$ cat config.mk
export PLATFORM = sky130hd
export DESIGN_NAME = aes_word_stream_frontend
export DESIGN_NICKNAME = d
export VERILOG_FILES = /design/src/rtl/aes_word_stream_frontend.sv
export SDC_FILE = /design/constraint.sdc
export NUM_CORES = 1
export LEC_CHECK = 0
export ABC_AREA = 1
export ABC_CLOCK_PERIOD_IN_PS = 1800
export BUFFER_PORTS_ARGS = -buffer_cell sky130_fd_sc_hd__buf_2
export CAP_MARGIN = 20
export CORE_AREA = 2 2 197 199
export CTS_CLUSTER_DIAMETER = 80
export DETAILED_ROUTE_END_ITERATION = 8
export DIE_AREA = 0 0 199 201
export PLACE_DENSITY_LB_ADDON = 0.12
export SETUP_SLACK_MARGIN = 0.05
export SYNTH_ARGS = -nofsm -noshare
export SYNTH_HDL_FRONTEND = slang
export SYNTH_SLANG_ARGS = --single-unit
$ cat constraint.sdc
create_clock -name clk_i -period 1.8 [get_ports clk_i]
set_input_delay 0.27 -clock clk_i [delete_from_list [all_inputs] [get_ports clk_i]]
set_output_delay 0.27 -clock clk_i [all_outputs]
set_load 0.005 [all_outputs]
$ cat src/rtl/aes_word_stream_frontend.sv
// Word-serial front end for an iterative AES-128 core. It gathers key and plaintext from a 32-bit
// stream, launches the core, and returns the 128-bit result as four MS-first words.
module aes_word_stream_frontend #(
    parameter int unsigned TIMEOUT_CYCLES = 32
) (
    input  logic         clk_i,
    input  logic         rst_ni,
    input  logic [31:0]  s_data_i,
    input  logic         s_is_key_i,
    input  logic         s_valid_i,
    output logic         s_ready_o,
    output logic [127:0] core_plain_o,
    output logic [127:0] core_key_o,
    output logic         core_start_o,
    input  logic [127:0] core_result_i,
    input  logic         core_done_i,
    output logic [31:0]  m_data_o,
    output logic         m_valid_o,
    input  logic         m_ready_i,
    output logic         m_last_o,
    output logic         busy_o,
    output logic         timeout_o
);

    typedef enum logic [1:0] {ST_LOAD, ST_START, ST_WAIT, ST_DRAIN} state_t;

    localparam logic [7:0] WAIT_LAST = 8'(TIMEOUT_CYCLES - 1);

    state_t       state_q, state_d;
    logic [127:0] key_q, txt_q, result_q;
    logic [2:0]   key_cnt_q, key_cnt_d;
    logic [2:0]   txt_cnt_q, txt_cnt_d;
    logic [1:0]   out_idx_q, out_idx_d;
    logic [7:0]   wait_cnt_q, wait_cnt_d;
    logic         live_q;
    logic         in_load, key_accept, txt_accept, capture;
    logic [1:0]   key_slot;

    assign in_load = (state_q == ST_LOAD);

    // live_q holds s_ready_o low during reset; it rises on the first edge after release.
    assign s_ready_o  = live_q & in_load & ~(~s_is_key_i & (txt_cnt_q == 3'd4));
    assign key_accept = s_valid_i & s_ready_o & s_is_key_i;
    assign txt_accept = s_valid_i & s_ready_o & ~s_is_key_i;

    // A key word arriving on a complete key restarts the key at the top slot.
    assign key_slot = (key_cnt_q == 3'd4) ? 2'd0 : key_cnt_q[1:0];

    assign core_key_o   = key_q;
    assign core_plain_o = txt_q;
    assign busy_o       = ~in_load;
    assign m_valid_o    = (state_q == ST_DRAIN);
    assign m_last_o     = m_valid_o & (out_idx_q == 2'd3);
    assign m_data_o     = m_valid_o ? result_q[{~out_idx_q, 5'd0} +: 32] : 32'd0;

    always_comb begin
        // NOTE: every signal written here gets a default first, so no path can infer a latch.
        state_d      = state_q;
        key_cnt_d    = key_cnt_q;
        txt_cnt_d    = txt_cnt_q;
        out_idx_d    = out_idx_q;
        wait_cnt_d   = wait_cnt_q;
        core_start_o = 1'b0;
        timeout_o    = 1'b0;
        capture      = 1'b0;

        unique case (state_q)
            ST_LOAD: begin
                if (key_accept) key_cnt_d = (key_cnt_q == 3'd4) ? 3'd1 : key_cnt_q + 3'd1;
                if (txt_accept) txt_cnt_d = txt_cnt_q + 3'd1;
                if (key_cnt_d == 3'd4 && txt_cnt_d == 3'd4) state_d = ST_START;
            end
            ST_START: begin
                core_start_o = 1'b1;
                wait_cnt_d   = 8'd0;
                state_d      = ST_WAIT;
            end
            ST_WAIT: begin
                if (core_done_i) begin
                    capture = 1'b1;
                    state_d = ST_DRAIN;
                end else if (wait_cnt_q == WAIT_LAST) begin
                    timeout_o = 1'b1;
                    txt_cnt_d = 3'd0;
                    state_d   = ST_LOAD;
                end else begin
                    wait_cnt_d = wait_cnt_q + 8'd1;
                end
            end
            ST_DRAIN: begin
                if (m_ready_i) begin
                    if (out_idx_q == 2'd3) begin
                        out_idx_d = 2'd0;
                        txt_cnt_d = 3'd0;
                        state_d   = ST_LOAD;
                    end else begin
                        out_idx_d = out_idx_q + 2'd1;
                    end
                end
            end
            default: state_d = ST_LOAD;
        endcase
    end

    // NOTE: the data buffers are reset along with the control state; a reset must wipe the stored key
    // and any in-flight result, not just the FSM.
    always_ff @(posedge clk_i or negedge rst_ni) begin
        if (!rst_ni) begin
            state_q    <= ST_LOAD;
            key_cnt_q  <= 3'd0;
            txt_cnt_q  <= 3'd0;
            out_idx_q  <= 2'd0;
            wait_cnt_q <= 8'd0;
            live_q     <= 1'b0;
            key_q      <= '0;
            txt_q      <= '0;
            result_q   <= '0;
        end else begin
            // NOTE: non-blocking assignments keep every register update based on pre-edge values.
            state_q    <= state_d;
            key_cnt_q  <= key_cnt_d;
            txt_cnt_q  <= txt_cnt_d;
            out_idx_q  <= out_idx_d;
            wait_cnt_q <= wait_cnt_d;
            live_q     <= 1'b1;
            if (key_accept) key_q[{~key_slot, 5'd0} +: 32] <= s_data_i;
            if (txt_accept) txt_q[{~txt_cnt_q[1:0], 5'd0} +: 32] <= s_data_i;
            if (capture) result_q <= core_result_i;
        end
    end

endmodule
; Word level (Yosys, flattened, before mapping)
; Index checks and enable logic that the tools add are counted.
[word_totals]
output_inout_bits = 294
elab_cells = 87
reg_bits = 403
inputBits = 166
[op_classes]
eq_ne = 16
shift = 5
reduce_logical = 8
n_mux = 30
addsub = 6
bitwise_logic = 13
[op_table]
columns = cell, n
row1 = $bwmux 128, 2
row2 = $shift 32x9->128 const A, 2
row3 = $shiftx 32x9->128, 2
row4 = $shiftx 128x8->32, 1
row5 = $mux 32, 1
row6 = $mux 3, 9
row7 = $neg 7->9, 2
row8 = $mux 8, 2
row9 = $pmux 8 s2, 1
row10 = $mux 2, 7
row11 = $eq 3x3->1 const B, 4
row12 = $pmux 3 s3, 1
row13 = $add 8x1->8 const B, 1
row14 = $eq 8x5->1 const B, 1
row15 = $pmux 2 s4, 1
row16 = $and 1x1->1, 7
row17 = $add 3x1->3 const B, 2
row18 = $eq 2x2->1 const B, 3
row19 = $mux 1, 6
row20 = $ne 2x1->1 const B, 3
row21 = $ne 2x2->1 const B, 3
row22 = $not 2->2, 3
row23 = $reduce_and 5->1, 1
row24 = $reduce_and 4->1, 1
row25 = 10 further kinds, 12

; Logic depth before layout (Yosys ltp)
; Gate-level depths: netlist of run 1.
[logic_depth]
word_depth = 12
mapped_depth = 14
ltp_nobuf = 14

; Least setup slack after synthesis of run 1
; No wires, ideal clock.
[synth_timing]
kind = reg2reg
from = register key_cnt_q[0]
to = register key_q[66] (netlist: core_key_o[66])
slack_ps = -11
synth_period_minus_slack_ps = 1811
path_buffers = 3
t_arrival_ps = 1734
setup_time_ps = 78
stages_incl_launch_ff = 10
required_ps = 1722
path_cell_list = dfrtp_1 > buf_2 > inv_2 > ha_1 > clkbuf_1 > nand2_1 > nor2_1 > buf_2 > nand2_1 > a21oi_1
[synth_via]
elab_chain_cells = 6
word_cells_on_any_way = 7
cone_classes = add/sub (1) / eq/ne (1) / shift (2) / mux (2) / bitwise (1)
[synth_lines]
columns = element, line_no
row1 = start: declaration, 31  ; logic [2:0] key_cnt_q, key_cnt_d;
row2 = start signal: assignment, 121  ; key_cnt_q <= key_cnt_d;
row3 = $eq 3x3->1, 47  ; assign key_slot = (key_cnt_q == 3'd4) ? 2'd0 : key_cnt_q[1:0];
row4 = $mux 2 *, 47
row5 = $not 2->2 *, 126  ; if (key_accept) key_q[{~key_slot, 5'd0} +: 32] <= s_data_i;
row6 = $neg 7->9 *, 126
row7 = $shiftx 32x9->128 or $shift 32x9->128 (tied branches), 126
row8 = $bwmux 128 *, 126
row9 = end signal: indexed assignment, 126
row10 = end: declaration, 30  ; logic [127:0] key_q, txt_q, result_q;
; Every way passes the cells marked *; elsewhere a longest branch is shown, timed or not.
; A chain may end at the register's enable or synchronous reset.

; Final worst setup path of run 1
[layout_timing]
from = register out_idx_q[0]
to = output m_data_o[13]
[layout_via]
elab_chain_cells = 3
[layout_lines]
columns = element, line_no
row1 = start: declaration, 33  ; logic [1:0] out_idx_q, out_idx_d;
row2 = start signal: assignment, 123  ; out_idx_q <= out_idx_d;
row3 = $not 2->2, 54  ; assign m_data_o = m_valid_o ? result_q[{~out_idx_q, 5'd0} +: 32] : 32'd0;
row4 = $shiftx 128x8->32, 54
row5 = $mux 32, 54
row6 = end: declaration, 17  ; output logic [31:0] m_data_o,
; No other way between the ends.

==> results.toml, run 1 <==
[outcome]
status = "complete, but fails checks"
violations = "setup timing"

[yosys]
synth_nets = 2397
yosys.area.top_type = "dfrtp_1"
yosysMostFrequentCell = "nand2_1"
netlist_instances = 2214
ys_types = 30
synthTopCellsByCount = "nand2_1 (648), dfrtp_1 (403), nor2_1 (280), o21ai_0 (236), nand3_1 (168)"
synth_ff_type = "dfrtp_1"
ys_seq_area_frac = 0.5593
ys_ff_latch = 403
ys_top_cells_by_area = "dfrtp_1 (56%), nand2_1 (13%), o21ai_0 (6.6%)"
ys_async_sr_fraction = 1.000
avgSynthCellArea_um2 = 8.145
synth_edf_count = 0
synth_top_area_share = 0.5593
syn_area_mm2 = 0.01803
yosysWarnings = 0

[routing]
detail-route-antenna-nets = 0
route.met2.wl_um = 36010
vias = 19640
viasPerCell = 5.697
wl_per_cell_um = 21.73
wl_met3_um = 6720
top_layer = "met4"
drt-met1-wl_um = 27850
drt-total-wl_um = 74890
firstDrtPassIters = 5
drt_iter0_markers = 1884
drcViolationCount = 0

[global_routing]
grt_overflow_total = 0
track_usage = 0.3477
grt_pass1_wl_um = 107500
grt_pass1_vias = 18900
grt_antenna_before_repair = 1
grt_max_degree = 103

[finish]
drive_gt1_frac = 0.3671
seq_area_mm2 = 0.01009
final_cells = 3447
fin_nets = 3081
area_growth_pct = 55.33
multiInputGateArea_mm2 = 0.008753
fillers = 2747

[die]
die-area_mm2 = 0.04000
core-area_mm2 = 0.03811
start_util = 0.4732
die_y_um = 201
rows = 72
io_pins = 460
die_width_um = 199

[timing]
setup_viol = 290
period_share = 1.211
setup_ws_ns = -0.3799
maxSlewViolCount = 0
skew_ns = 0.01875
finalCriticalPeriod_ns = 2.180
worst_slew_pin_slew_ns = 0.5357
rsz0062_at_grt = "yes"
hold_viol = 0
fmax_mhz = 458.7
slew_headroom = 0.6424

[power]
p_leak_nw = 14.42
peakVddDrop_uv = 936.0
total_power_w = 0.04127
p_per_area_mw_per_mm2 = 1474

[job]
max_cap_viol_count = 0

[critical_path]
path_class = "register to output pin"
crit_path_start_kind = "register"
rrSetupSlack_ns = -0.29
worst_ep_required_time_ns = 1.53
endpoint_kind = "output pin"
cp.arrival_ns = 1.91
worst-path-max-fanout = 7

[placed_design]
dp_slack_ns = -0.06736
gp_congestion = 0.9406
portBuffers = 459
hpwl_um = 43030
dp_cells = 3120

[cts]
clkSinkCount = 403
clkTransAtPathRegs_ns = 0.07
cts_buffer_depth = 3
cts_buffers = 44
cts-root-buf = "clkbuf_16"
htree_levels = 2
clk-insertion-delay-late_ns = 0.59
cts_tree = "done"

[hold_path]
hp-class = "input pin to register"
==> power breakdown <==
group / switching [W] / total, W / internal, W
Clock: 0.00378 / 0.00911 / 0.00534
Combinational: 0.0105 / 0.0178 / 0.00735
Sequential: 0.00225 / 0.0144 / 0.0121
Total: 0.0165 / 0.0413 / 0.0248
==> sequential cells by signal, summed over array words and instances, names as in the netlist <==
name,flops
live_q,1
state_q,2
out_idx_q,2
core_plain_o,128
key_cnt_q,3
core_key_o,128
wait_cnt_q,8
txt_cnt_q,3
result_q,128
==> routing by layer <==
| metal | GRT usage | vias up |
|---|---|---|
| met1 | 0.4411 | 9497 |
| met4 | 0.1687 | 0 |
| met3 | 0.07376 | 283 |
| li1 | - | 8633 |
| met5 | 0 | - |
| met2 | 0.5661 | 1225 |
==> area by class of cell <==
| cell class | instances | share of cell area |
|---|---|---|
| Clock inverter | 6 | 0.002457 |
| Multi-Input combinational cell | 1576 | 0.3125 |
| Sequential cell | 403 | 0.3601 |
| Inverter | 74 | 0.01099 |
| Antenna cell | 1 | 0.00008934 |
| Timing Repair Buffer | 799 | 0.2417 |
| Tap cell | 518 | 0.02314 |
| Clock buffer | 70 | 0.04896 |
==> timing repair <==
action	CTS	global route
buffers inserted	40	20
hold buffers	151	0
resized for setup	195	429
hold endpoints to repair	284	0
setup endpoints to repair	401	429
gates cloned	26	24
pin swaps	15	105
==> cell usage in the layout (no fill, tap or decap), types with 6 or more instances in the layout <==
cell	synthesis	routed
nand2_1	648	622
buf_2	32	455
dfrtp_1	403	401
nor2_1	280	218
dlygate4sd3_1	0	151
o21ai_0	236	123
nand3_2	0	103
o21ai_1	26	98
a21oi_2	0	74
clkbuf_16	0	67
nand4_1	66	66
buf_4	0	66
inv_1	69	59
nand3_1	168	56
buf_12	0	46
nor2_4	1	45
o21ai_2	0	35
buf_6	2	33
a21oi_1	109	29
nor2_2	7	25
nand2_2	0	23
buf_16	0	21
clkbuf_8	0	13
clkbuf_1	114	11
nand3_4	0	9
ha_1	17	9
inv_2	3	8
o21ai_4	0	6
a21oi_4	0	6
buf_8	0	6
==> worst max-delay path, stage by stage, from the launching register on <==
cell and delay, ns:
dfrtp_2 0.41, buf_12 0.15, clkinv_8 0.10, buf_12 0.13, clkbuf_16 0.16, o21ai_2 0.07
a21oi_2 0.17, buf_2 0.14
==> per-stage QoR <==
step                      hold slack (ns)  area [um2]    util  TNS, ns
after floorplan                  -0.02559       18050       -        0
after global placement             0.1989       21470  0.5634        0
after detailed placement           0.2025       21470  0.5634   -3.009
after CTS                       0.0001811       25930  0.6805   -49.84
after global routing          -0.00006906       28010  0.7350   -69.63
final                            0.006585       28010  0.7350   -46.04
==> cells by family (layout without fill, tap and decap cells) <==
group	count (synthesis)	count (layout)	synth area share
simple gates	1179	1181	0.2707
xor+xnor	2	2	0.0009716
buf+inv	237	949	0.05246
other cells	1	2	0.0002080
compound gates	375	375	0.1046
fa+ha+maj	17	17	0.01180
flops	403	403	0.5593
==> path summary, 6_finish.rpt <==
path	from	to	depth (start not counted)
max in group asynchronous	rst_ni	core_key_o[117]	3
hold reg to reg	result_q[86]	result_q[86]	2
setup / recovery	out_idx_q[0]	m_data_o[13]	7
hold / removal	s_data_i[18]	core_key_o[18]	3
min in group asynchronous	rst_ni	core_key_o[16]	2
setup reg to reg	state_q[1]	core_key_o[117]	12
(Power assumes the default switching activity.)
==> run 2: changes to the inputs <==
==> constraint.sdc (replaced) <==
create_clock -name clk_i -period 1.8 [get_ports clk_i]
set_input_delay 0.27 -clock clk_i [delete_from_list [all_inputs] [get_ports clk_i]]
set_output_delay 0.27 -clock clk_i [all_outputs]
set_load 0.05 [all_outputs]
==> results.toml, run 2 (synthesized netlist as in run 1, its figures left out) <==
[critical_path]
crit_path_start_kind = "register"
worst_ep_required_time_ns = 1.53
worst-path-max-fanout = 6
path_class = "register to output pin"
cp.arrival_ns = 2.18
endpoint_kind = "output pin"

[power]
pwr-share-comb = 0.533
p_per_area_mw_per_mm2 = 1740
peakVddDrop_uv = 1063
total_power_w = 0.05154
p_seq_frac = 0.286
p_leak_nw = 14.85
switchingPower_w = 0.02502
p_clk_frac = 0.181
switching_share = 0.4855
p_int_w = 0.02652

[placed_design]
portBuffers = 459
gp_congestion = 0.9039
hpwl_um = 42590

[cts]
cts-root-buf = "clkbuf_16"
clkTransAtPathRegs_ns = 0.06
clkSinkCount = 403
cts_buffer_depth = 3
htree_levels = 2
cts_buffers = 45
cts_tree = "done"
clk-insertion-delay-late_ns = 0.58

[timing]
fmax_mhz = 408.8
maxSlewViolCount = 0
hold_viol = 0
setup_ws_ns = -0.6464
setup_viol = 254
finalCriticalPeriod_ns = 2.446
worst_slew_pin_slew_ns = 0.5283
fin_hold_ws_ns = 0.01810
period_share = 1.359
rsz0062_at_grt = "yes"
slew_headroom = 0.6478
skew_ns = 0.01956
fin_tns_setup_ns = -30.42

[outcome]
violations = "setup timing"
status = "complete, but fails checks"

[job]
max_cap_viol_count = 0

[routing]
drt-total-wl_um = 80720
drcViolationCount = 0
vias = 20360
drt-met1-wl_um = 28280
drt_iter0_markers = 1898
viasPerCell = 5.864
wl_met3_um = 8032
wl_per_cell_um = 23.25
detail-route-antenna-nets = 0
firstDrtPassIters = 6
top_layer = "met4"
route.met2.wl_um = 38250

[finish]
most-common-layout-cells = "nand2_1 (623), buf_2 (420), dfrtp_1 (400)"
final_util = 0.7774
final_common_cell = "nand2_1"
fin_nets = 3101
drive_gt1_frac = 0.4222
area_growth_pct = 64.28

[die]
die-area_mm2 = 0.04000
die_width_um = 199
rows = 72
io_pins = 460
die_y_um = 201
core-area_mm2 = 0.03811
start_util = 0.4732

[global_routing]
grt_max_degree = 65
grt_overflow_total = 0
grt_antenna_before_repair = 3
grt_pass1_vias = 19320
track_usage = 0.3519
grt_pass1_wl_um = 108800

[hold_path]
hp-class = "input pin to register"
[run 2: area by class of cell]
cell class,instances,area [um2]
Inverter,74,319.1
Clock inverter,14,160.2
Multi-Input combinational cell,1575,9595
Timing Repair Buffer,819,7500
Fill cell,2369,8483
Tap cell,518,648.1
Sequential cell,403,10090
Antenna cell,3,7.507
Clock buffer,66,1305
[run 2: metrics by stage]
stage | area [um2] | setup WS, ns | cells
5_1_grt | 29620 | -0.6379 | 3472
2_1_floorplan | 18450 | 0.03393 | 2214
4_1_cts | 26790 | -0.4944 | 3425
3_3_place_gp | 22030 | 0.02384 | 3125
3_5_place_dp | 22030 | -0.03176 | 3125
6_report | 29620 | -0.6464 | 3472
[run 2: repair_timing]
item / in CTS / in global routing
setup buffers: 39 / 27
pin swaps: 17 / 130
endpoints found under the hold margin: 482 / 0
hold buffers: 156 / 0
resized for setup: 313 / 577
setup endpoints to repair: 163 / 432
cloned: 25 / 32
[run 2: power groups by stage]
stage	combinational [W]	sequential, W	clock, W
2_1_floorplan	0.00854	0.0192	0
3_3_place_gp	0.0201	0.0139	0
3_5_place_dp	0.0204	0.0140	0
4_1_cts	0.0230	0.0140	0.00935
5_1_grt	0.0287	0.0150	0.00980
6_report	0.0275	0.0147	0.00935
[run 2: metal layers]
layer | vias to the layer above | GRT usage
met4 | 0 | 0.2087
met2 | 1469 | 0.5795
met1 | 9851 | 0.4261
met5 | - | 0
met3 | 368 | 0.07258
li1 | 8673 | -
[run 2: final timing paths]
| check | startpoint | to | slack, ns | cells past startpoint |
|---|---|---|---|---|
| min reg2reg | core_plain_o[33] | core_plain_o[33] | 0.48 | 2 |
| max | out_idx_q[0] | m_data_o[17] | -0.65 | 8 |
| max reg2reg | state_q[1] | state_q[0] | -0.20 | 14 |
| max in group asynchronous | rst_ni | core_key_o[36] | 0.88 | 4 |
| min in group asynchronous | rst_ni | core_plain_o[87] | 0.16 | 2 |
| min | s_data_i[15] | core_key_o[15] | 0.02 | 3 |
[run 2: critical path: stages (launching register included)]
cell and delay [ns]:
dfrtp_2 0.41, buf_12 0.14, buf_12 0.13, buf_16 0.15
nor2_2 0.07, nor2_2 0.21, o21ai_2 0.12, a21oi_4 0.16
buf_6 0.18
